`src/rtl/piu_pchinfo_scanner_pkg.sv`:
```
// Shared definitions for the PIU patch-info scanner: field widths, patch-type
// and boundary-location codes, scanner state encoding and a field extractor.
package piu_pchinfo_scanner_pkg;

  localparam int PIU_NUM_PCH    = 18;
  localparam int PIU_PCHADDR_BW = 5;
  localparam int PIU_PCHTYPE_BW = 4;
  localparam int PIU_BDLOC_BW   = 3;
  localparam int PIU_PCHSTAT_BW = PIU_PCHTYPE_BW + 2 * PIU_BDLOC_BW;

  // Patch-type codes (bit position in the start type mask).
  localparam logic [PIU_PCHTYPE_BW-1:0] PCHTYPE_ZT = 4'd0;
  localparam logic [PIU_PCHTYPE_BW-1:0] PCHTYPE_ZB = 4'd1;
  localparam logic [PIU_PCHTYPE_BW-1:0] PCHTYPE_M  = 4'd2;
  localparam logic [PIU_PCHTYPE_BW-1:0] PCHTYPE_AW = 4'd3;
  localparam logic [PIU_PCHTYPE_BW-1:0] PCHTYPE_AC = 4'd4;
  localparam logic [PIU_PCHTYPE_BW-1:0] PCHTYPE_AE = 4'd5;
  localparam logic [PIU_PCHTYPE_BW-1:0] PCHTYPE_X  = 4'd6;
  localparam logic [PIU_PCHTYPE_BW-1:0] PCHTYPE_L  = 4'd7;

  // Boundary-location codes.
  localparam logic [PIU_BDLOC_BW-1:0] BDLOC_I = 3'd0;
  localparam logic [PIU_BDLOC_BW-1:0] BDLOC_E = 3'd1;
  localparam logic [PIU_BDLOC_BW-1:0] BDLOC_W = 3'd2;
  localparam logic [PIU_BDLOC_BW-1:0] BDLOC_S = 3'd3;
  localparam logic [PIU_BDLOC_BW-1:0] BDLOC_N = 3'd4;

  // Scanner state encoding.
  typedef enum logic [1:0] {
    ST_IDLE  = 2'd0,
    ST_SCAN  = 2'd1,
    ST_DRAIN = 2'd2,
    ST_DONE  = 2'd3
  } scan_state_e;

  // Extract the patch-type field (MSBs) of a ROM word.
  function automatic logic [PIU_PCHTYPE_BW-1:0] pchinfo_type(input logic [PIU_PCHSTAT_BW-1:0] info);
    return info[PIU_PCHSTAT_BW-1 -: PIU_PCHTYPE_BW];
  endfunction

endpackage

```
`src/rtl/piu_pchinfo_scanner.sv`:
```
// PIU static patch-info ROM sequencer. Walks every patch index once per start
// command and streams the entries whose type is selected by the mask through a
// one-entry valid/ready output slot.
// Optional feature macro: PIU_SCAN_ABORT_EN adds the scan_abort input.
module piu_pchinfo_scanner
  import piu_pchinfo_scanner_pkg::*;
#(
  parameter int  NUM_PCH    = PIU_NUM_PCH,
  parameter int  PCHADDR_BW = PIU_PCHADDR_BW,
  parameter int  PCHTYPE_BW = PIU_PCHTYPE_BW,
  parameter int  BDLOC_BW   = PIU_BDLOC_BW,
  localparam int PCHSTAT_BW = PCHTYPE_BW + 2 * BDLOC_BW
) (
  input  logic                     clk,
  input  logic                     rst,
  input  logic                     start_valid,
  output logic                     start_ready,
  input  logic [2**PCHTYPE_BW-1:0] start_typemask,
  output logic [PCHADDR_BW-1:0]    rom_pchidx,
  input  logic [PCHSTAT_BW-1:0]    rom_pchinfo,
  output logic                     out_valid,
  input  logic                     out_ready,
  output logic [PCHADDR_BW-1:0]    out_pchidx,
  output logic [PCHSTAT_BW-1:0]    out_pchinfo,
`ifdef PIU_SCAN_ABORT_EN
  input  logic                     scan_abort,
`endif
  output logic                     scan_done,
  output logic [PCHADDR_BW:0]      match_cnt
);

  localparam int CNT_BW = PCHADDR_BW + 1;
  localparam logic [PCHADDR_BW-1:0] LAST_IDX = PCHADDR_BW'(NUM_PCH - 1);

  scan_state_e               state_r, state_nxt_s;
  logic [PCHADDR_BW-1:0]     cur_idx_r, cur_idx_nxt_s;
  logic [2**PCHTYPE_BW-1:0]  mask_r, mask_nxt_s;
  logic                      out_valid_r, out_valid_nxt_s;
  logic [PCHADDR_BW-1:0]     out_pchidx_r;
  logic [PCHSTAT_BW-1:0]     out_pchinfo_r;
  logic                      done_r;
  logic [CNT_BW-1:0]         match_cnt_r, match_cnt_nxt_s;
  logic                      load_s;
  logic                      match_s;
  logic                      slot_free_s;
  logic                      advance_s;
  logic                      abort_s;

`ifdef PIU_SCAN_ABORT_EN
  assign abort_s = scan_abort;
`else
  assign abort_s = 1'b0;
`endif

  assign match_s     = mask_r[rom_pchinfo[PCHSTAT_BW-1 -: PCHTYPE_BW]];
  assign slot_free_s = !out_valid_r || out_ready;
  assign advance_s   = !match_s || slot_free_s;

  assign start_ready = (state_r == ST_IDLE);
  assign rom_pchidx  = (state_r == ST_SCAN) ? cur_idx_r : {PCHADDR_BW{1'b0}};
  assign out_valid   = out_valid_r;
  assign out_pchidx  = out_pchidx_r;
  assign out_pchinfo = out_pchinfo_r;
  assign scan_done   = done_r;
  assign match_cnt   = match_cnt_r;

  // Next-state and slot control: a stalled match holds the index so the ROM is re-read.
  always_comb begin
    state_nxt_s     = state_r;
    cur_idx_nxt_s   = cur_idx_r;
    mask_nxt_s      = mask_r;
    out_valid_nxt_s = out_valid_r && !out_ready;
    match_cnt_nxt_s = match_cnt_r;
    load_s          = 1'b0;
    case (state_r)
      ST_IDLE: begin
        if (start_valid) begin
          mask_nxt_s      = start_typemask;
          cur_idx_nxt_s   = {PCHADDR_BW{1'b0}};
          match_cnt_nxt_s = {CNT_BW{1'b0}};
          state_nxt_s     = ST_SCAN;
        end else begin
          state_nxt_s = ST_IDLE;
        end
      end
      ST_SCAN: begin
        if (abort_s) begin
          out_valid_nxt_s = 1'b0;
          state_nxt_s     = ST_DONE;
        end else if (advance_s) begin
          if (match_s) begin
            load_s          = 1'b1;
            out_valid_nxt_s = 1'b1;
            match_cnt_nxt_s = match_cnt_r + CNT_BW'(1);
          end else begin
            load_s = 1'b0;
          end
          if (cur_idx_r == LAST_IDX) begin
            state_nxt_s = ST_DRAIN;
          end else begin
            cur_idx_nxt_s = cur_idx_r + PCHADDR_BW'(1);
          end
        end else begin
          state_nxt_s = ST_SCAN;
        end
      end
      ST_DRAIN: begin
        if (abort_s) begin
          out_valid_nxt_s = 1'b0;
          state_nxt_s     = ST_DONE;
        end else if (!out_valid_r || out_ready) begin
          state_nxt_s = ST_DONE;
        end else begin
          state_nxt_s = ST_DRAIN;
        end
      end
      ST_DONE: begin
        state_nxt_s = ST_IDLE;
      end
      default: begin
        state_nxt_s     = ST_IDLE;
        out_valid_nxt_s = 1'b0;
      end
    endcase
  end

  // State, index, mask and counter registers; done pulse tracks entry into DONE.
  always_ff @(posedge clk) begin
    if (rst) begin
      state_r     <= ST_IDLE;
      cur_idx_r   <= {PCHADDR_BW{1'b0}};
      mask_r      <= {(2**PCHTYPE_BW){1'b0}};
      out_valid_r <= 1'b0;
      match_cnt_r <= {CNT_BW{1'b0}};
      done_r      <= 1'b0;
    end else begin
      state_r     <= state_nxt_s;
      cur_idx_r   <= cur_idx_nxt_s;
      mask_r      <= mask_nxt_s;
      out_valid_r <= out_valid_nxt_s;
      match_cnt_r <= match_cnt_nxt_s;
      done_r      <= (state_nxt_s == ST_DONE);
    end
  end

  // One-entry output slot: loaded with the matching index and ROM word.
  always_ff @(posedge clk) begin
    if (rst) begin
      out_pchidx_r  <= {PCHADDR_BW{1'b0}};
      out_pchinfo_r <= {PCHSTAT_BW{1'b0}};
    end else if (load_s) begin
      out_pchidx_r  <= cur_idx_r;
      out_pchinfo_r <= rom_pchinfo;
    end else begin
      out_pchidx_r  <= out_pchidx_r;
      out_pchinfo_r <= out_pchinfo_r;
    end
  end

endmodule

```
`config.mk`:
```
export PLATFORM = sky130hd
export DESIGN_NAME = piu_pchinfo_scanner
export DESIGN_NICKNAME = d
export VERILOG_FILES = /design/src/rtl/piu_pchinfo_scanner_pkg.sv /design/src/rtl/piu_pchinfo_scanner.sv
export SDC_FILE = /design/constraint.sdc
export NUM_CORES = 1
export LEC_CHECK = 0
export BUFFER_PORTS_ARGS = -buffer_cell sky130_fd_sc_hd__buf_2
export CAP_MARGIN = 20
export CORE_MARGIN = 2
export CORE_UTILIZATION = 57
export CTS_BUF_LIST = sky130_fd_sc_hd__clkbuf_4
export CTS_CLUSTER_SIZE = 16
export DETAILED_ROUTE_END_ITERATION = 6
export PLACE_DENSITY = 0.91
export SLEW_MARGIN = 20
export SYNTH_ARGS = -nofsm -noshare
export SYNTH_HDL_FRONTEND = slang
export SYNTH_SLANG_ARGS = --single-unit
```
`constraint.sdc`:
```
create_clock -name clk -period 4.7 [get_ports clk]
set_clock_uncertainty 0.05 [all_clocks]
set_input_delay 0.705 -clock clk [delete_from_list [all_inputs] [get_ports clk]]
set_output_delay 0.705 -clock clk [all_outputs]
set_load 0.01 [all_outputs]
```
# Word level (Yosys, flattened, before mapping)

Index checks and enable logic that the tools add are counted.

Register bits after elaboration: 46
Bits in latches: 0
Bits in writable memories: 0
Bits in read-only memories: 0
Output and inout bits: 29
Word-level logic and storage cells: 53
Memories: 0

Add/sub/neg operators: 2
Multiply operators: 0
Divide/modulo/power cells: 0
$lt $le $gt $ge: 1
Eq/ne operators: 9
Shift operators: 0
Muxes and demuxes: 22
Bitwise logic cells: 0
Reductions and logical operators: 11

Operators by type and width:

| kind                  | number |
|---|---|
| $mux W5               | 4 |
| $mux W6               | 3 |
| $pmux W6 S2           | 1 |
| $pmux W5 S2           | 1 |
| $mux W1               | 9 |
| $ne A2 B2 Y1 const B  | 4 |
| $pmux W2 S4           | 1 |
| $reduce_and A4 Y1     | 2 |
| $add A6 B1 Y6 const B | 1 |
| $eq A2 B2 Y1 const B  | 3 |
| $add A5 B1 Y5 const B | 1 |
| $eq A5 B5 Y1 const B  | 1 |
| $lt A4 B5 Y1 const B  | 1 |
| $bmux W1 S4           | 1 |
| $mux W2               | 2 |
| $logic_not A1 Y1      | 3 |
| $eq A2 B1 Y1 const B  | 1 |
| $logic_not A2 Y1      | 1 |
| $logic_or A1 B1 Y1    | 2 |
| $reduce_and A2 Y1     | 1 |
| $reduce_bool A2 Y1    | 1 |
| $logic_and A1 B1 Y1   | 1 |

# Logic depth before layout (Yosys ltp)

Depth in word-level cells: 7
Gate-level depth with buffers: 8
Mapped depth without buffers: 8

# Worst setup path after synthesis

Ideal clock, no wire load.

Path type: input port to flip-flop
Start point: input port rom_pchinfo[6]
End point: register out_pchinfo_r[0], in the netlist out_pchinfo[0]
Arrival: 2248 ps
Setup slack: 2275 ps
Stages: 8
Cells stage by stage: buf_6 > mux4_2 > nor2_2 > nor3_4 > o211ai_4 > buf_4 > mux2i_1 > nor2_1

Cells in the longest elaborated chain, start to end: 6
Elaborated cells on any way between the ends: 7
Those cells by class: mux (5); reduce/logical (2)

Ends and longest elaborated chain:

| what                            | line                       | RTL |
|---|---|---|
| start, declared                 | piu_pchinfo_scanner.sv:20  | `input logic [PCHSTAT_BW-1:0] rom_pchinfo,` |
| $bmux W1 S4 *                   | piu_pchinfo_scanner.sv:55  | `assign match_s = mask_r[rom_pchinfo[PCHSTAT_BW-1 -: PCHTYPE_BW]];` |
| $mux W1 (implied by the code) * | piu_pchinfo_scanner.sv:55  |  |
| $logic_not A1 Y1                | piu_pchinfo_scanner.sv:57  | `assign advance_s = !match_s \|\| slot_free_s;` |
| $logic_or A1 B1 Y1              | piu_pchinfo_scanner.sv:57  |  |
| $mux W1 *                       | piu_pchinfo_scanner.sv:90  | `end else if (advance_s) begin` |
| $mux W1 *                       | piu_pchinfo_scanner.sv:75  | `case (state_r)` |
| end signal, assigned            | piu_pchinfo_scanner.sv:150 | `out_pchinfo_r <= {PCHSTAT_BW{1'b0}};` |
| end signal, assigned            | piu_pchinfo_scanner.sv:153 | `out_pchinfo_r <= rom_pchinfo;` |
| end signal, assigned            | piu_pchinfo_scanner.sv:156 | `out_pchinfo_r <= out_pchinfo_r;` |
| end, declared                   | piu_pchinfo_scanner.sv:40  | `logic [PCHSTAT_BW-1:0] out_pchinfo_r;` |

Mark *: on every way between the ends. The rest lies on a longest branch, timed or not. The select of a mux whose other input is x is not followed.
A chain may end at the register's enable or synchronous reset.

# Final worst setup path

Start point: register state_r[0]
End point: output port rom_pchidx[2]

Cells in the longest elaborated chain, start to end: 2

Ends and longest elaborated chain:

| what                   | line                       | RTL |
|---|---|---|
| start, declared        | piu_pchinfo_scanner.sv:35  | `scan_state_e state_r, state_nxt_s;` |
| start signal, assigned | piu_pchinfo_scanner.sv:137 | `state_r <= state_nxt_s;` |
| $eq A2 B1 Y1           | piu_pchinfo_scanner.sv:60  | `assign rom_pchidx = (state_r == ST_SCAN) ? cur_idx_r : {PCHADDR_BW{1'b0}};` |
| $mux W5                | piu_pchinfo_scanner.sv:60  |  |
| end, declared          | piu_pchinfo_scanner.sv:19  | `output logic [PCHADDR_BW-1:0] rom_pchidx,` |

No other way between the ends.

==> results.cfg <==
[timing]
slew_violations = 0
fmax_mhz = 383
min_period_ns = 2.61
worst_slew_pin_slew_ns = 0.901
hold_viol_final = 0
setup_viol = 0
tns_ns = 0
finalCritPeriodShare = 0.556
rsz0062_at_grt = no
maxSlewHeadroom = 0.396

[critical_path]
critPathLaunch = state_r[0]$_SDFF_PP0_
crit_fanout = 14
end_kind = output port
r2r-start = state_r[0]$_SDFF_PP0_
critPathArrivalTime_ns = 1.86
critPathKind = register to output port
critical_path_required_ns = 3.94
setup.worst_path.start_class = register

[synthesis]
ys_seq_area_frac = 0.443
async_reset_ff_frac = 0
synth-main-ff-cell = dfxtp_1
netlist_area_mm2 = 0.00208
yosysUniqueCellTypes = 44
ys_ff_latch = 46
syn_nets = 268
synth_area_per_cell_um2 = 8.84
ys_warn_count = 0
syn_inst = 235
synth_edf_count = 0

[clocking]
clk_pin_slew_ns = 0.13
cts_setup_buffers = 0
cts_buffers = 5
cts.sinks = 46
ctsHoldBuffers = 0
cts-root-buf = clkbuf_4
cts_tree = built
cts-resized-gates = 0
clock_path_buffers = 2
clk_latency_ns = 0.36
htreeDepth = 2

[die]
die_width_um = 64.4
die_h_um = 64.4
io_pins = 59
core_area_mm2 = 0.00342
row_count = 21
die_area_mm2 = 0.00414
initial_core_util = 0.608

[placed_design]
dp_cells = 325
gp_congestion = 0.790
place_hpwl_mm = 3.08
port-buffer-count = 58

[outcome]
status = finished, final reports clean

[pwr]
p_leak_nw = 1.10
ir_drop_v = 0.000226
p_per_area_mw_per_mm2 = 289

[cells_and_area]
syn_to_final_growth_pct = 16.0
fillers = 268
final_common_cell = buf_2
antenna_cells = 0
nets = 319
stdcell_count = 333
drive_gt1_frac = 0.275
layout_common_cells = buf_2, dfxtp_1, nand2_1

[grt]
grtUsageTotal = 0.219
grt_pass1_wl_mm = 7.25
grt-ovfl-total = 0
grt_pass1_vias = 1687
grt_max_degree = 45
grt_antenna_before_repair = 0

[detailed_routing]
drtAntennaViolNets = 0
drc = 0
vias = 1847
post_drt_wl_per_cell_um = 13.2
wl_mm = 4.41
viasPerCell = 5.55
first_pass_iters = 5
drt_iter0_markers = 100

[job]
max_cap_violations = 0

[hold_path]
hold_class = register to register
hp-start = mask_r[15]$_SDFFE_PP0P_
[synth_stat cells, types with 3 or more instances]
library cell  count  area share
mux2i_1          14       0.067
nor2_1           23       0.042
nor2b_1           4       0.012
mux2_2            3       0.016
a211oi_1          3       0.011
and2_1            6       0.018
a21oi_1          22       0.053
o21ai_0           5       0.012
nand3_1          11       0.027
nand2_1          39       0.070
a31oi_1           3      0.0090
dfxtp_1          46        0.44
clkbuf_1          9       0.016
nand2b_1          5       0.015
ha_1              3       0.018
[power by group]
group / switching (mW) / internal (mW)
clock network: 0.125 / 0.0622
registers: 0.00937 / 0.404
logic: 0.0566 / 0.0385
total: 0.191 / 0.505
[cell type report]
class | count | area, um^2 | share of cell area
multi-input combinational | 173 | 1080 | 0.448
sequential | 46 | 921 | 0.382
timing repair buffer | 58 | 290 | 0.120
tap | 46 | 57.6 | 0.0239
clock buffer | 6 | 45.0 | 0.0187
clock inverter | 2 | 8.76 | 0.00363
inverter | 2 | 7.51 | 0.00312
[registers in the layout, summed over array words and instances, names as in the netlist]
signal and flops:
state_r 2, scan_done 1, out_pchidx 5, mask_r 16, match_cnt 6, out_pchinfo 10
out_valid 1, cur_idx_r 5
[final timing paths]
check / to / slack [ns] / cells after the start
min: mask_r[15]$_SDFFE_PP0P_ / 0.41 / 2
max: rom_pchidx[2] / 2.09 / 3
max reg2reg: match_cnt[3]$_SDFFE_PP0P_ / 2.11 / 4
min reg2reg: mask_r[15]$_SDFFE_PP0P_ / 0.41 / 2
[through the flow]
stage	setup WS [ns]	cell area [um^2]	hold WS (ns)	power, mW	utilization
after floorplan	2.27	2080	0.382	0.488	-
after global placement	1.79	2360	0.390	0.514	0.690
after detailed placement	1.70	2360	0.396	0.517	0.690
after CTS	2.08	2410	0.415	0.698	0.705
after global routing	1.92	2410	0.439	0.725	0.705
final	2.09	2410	0.413	0.696	0.705
[worst max-delay path, stage by stage, from the launching register on]
cell	delay [ns]
dfxtp_1	0.41
nor2b_1	0.74
and2_1	0.22
buf_2	0.13
[kinds of logic (layout without fill, tap and decap cells)]
family | after synthesis | after routing | share of synthesized area
and+or+nand+nor | 103 | 103 | 0.241
AOI/OAI and AO/OA | 48 | 48 | 0.155
DFF | 46 | 46 | 0.443
muxes | 19 | 19 | 0.105
buffers and inverters | 16 | 68 | 0.0367
adders and majority gates | 3 | 3 | 0.0181
[layer usage]
layer | up-vias | wire length (um) | track usage
met5 | - | 0 | 0
met4 | 0 | 48 | 0.0745
met3 | 7 | 285 | 0.0616
met2 | 57 | 2120 | 0.370
met1 | 855 | 1960 | 0.269
li1 | 928 | - | -
No activity file was read; power rests on OpenSTA's default activity.
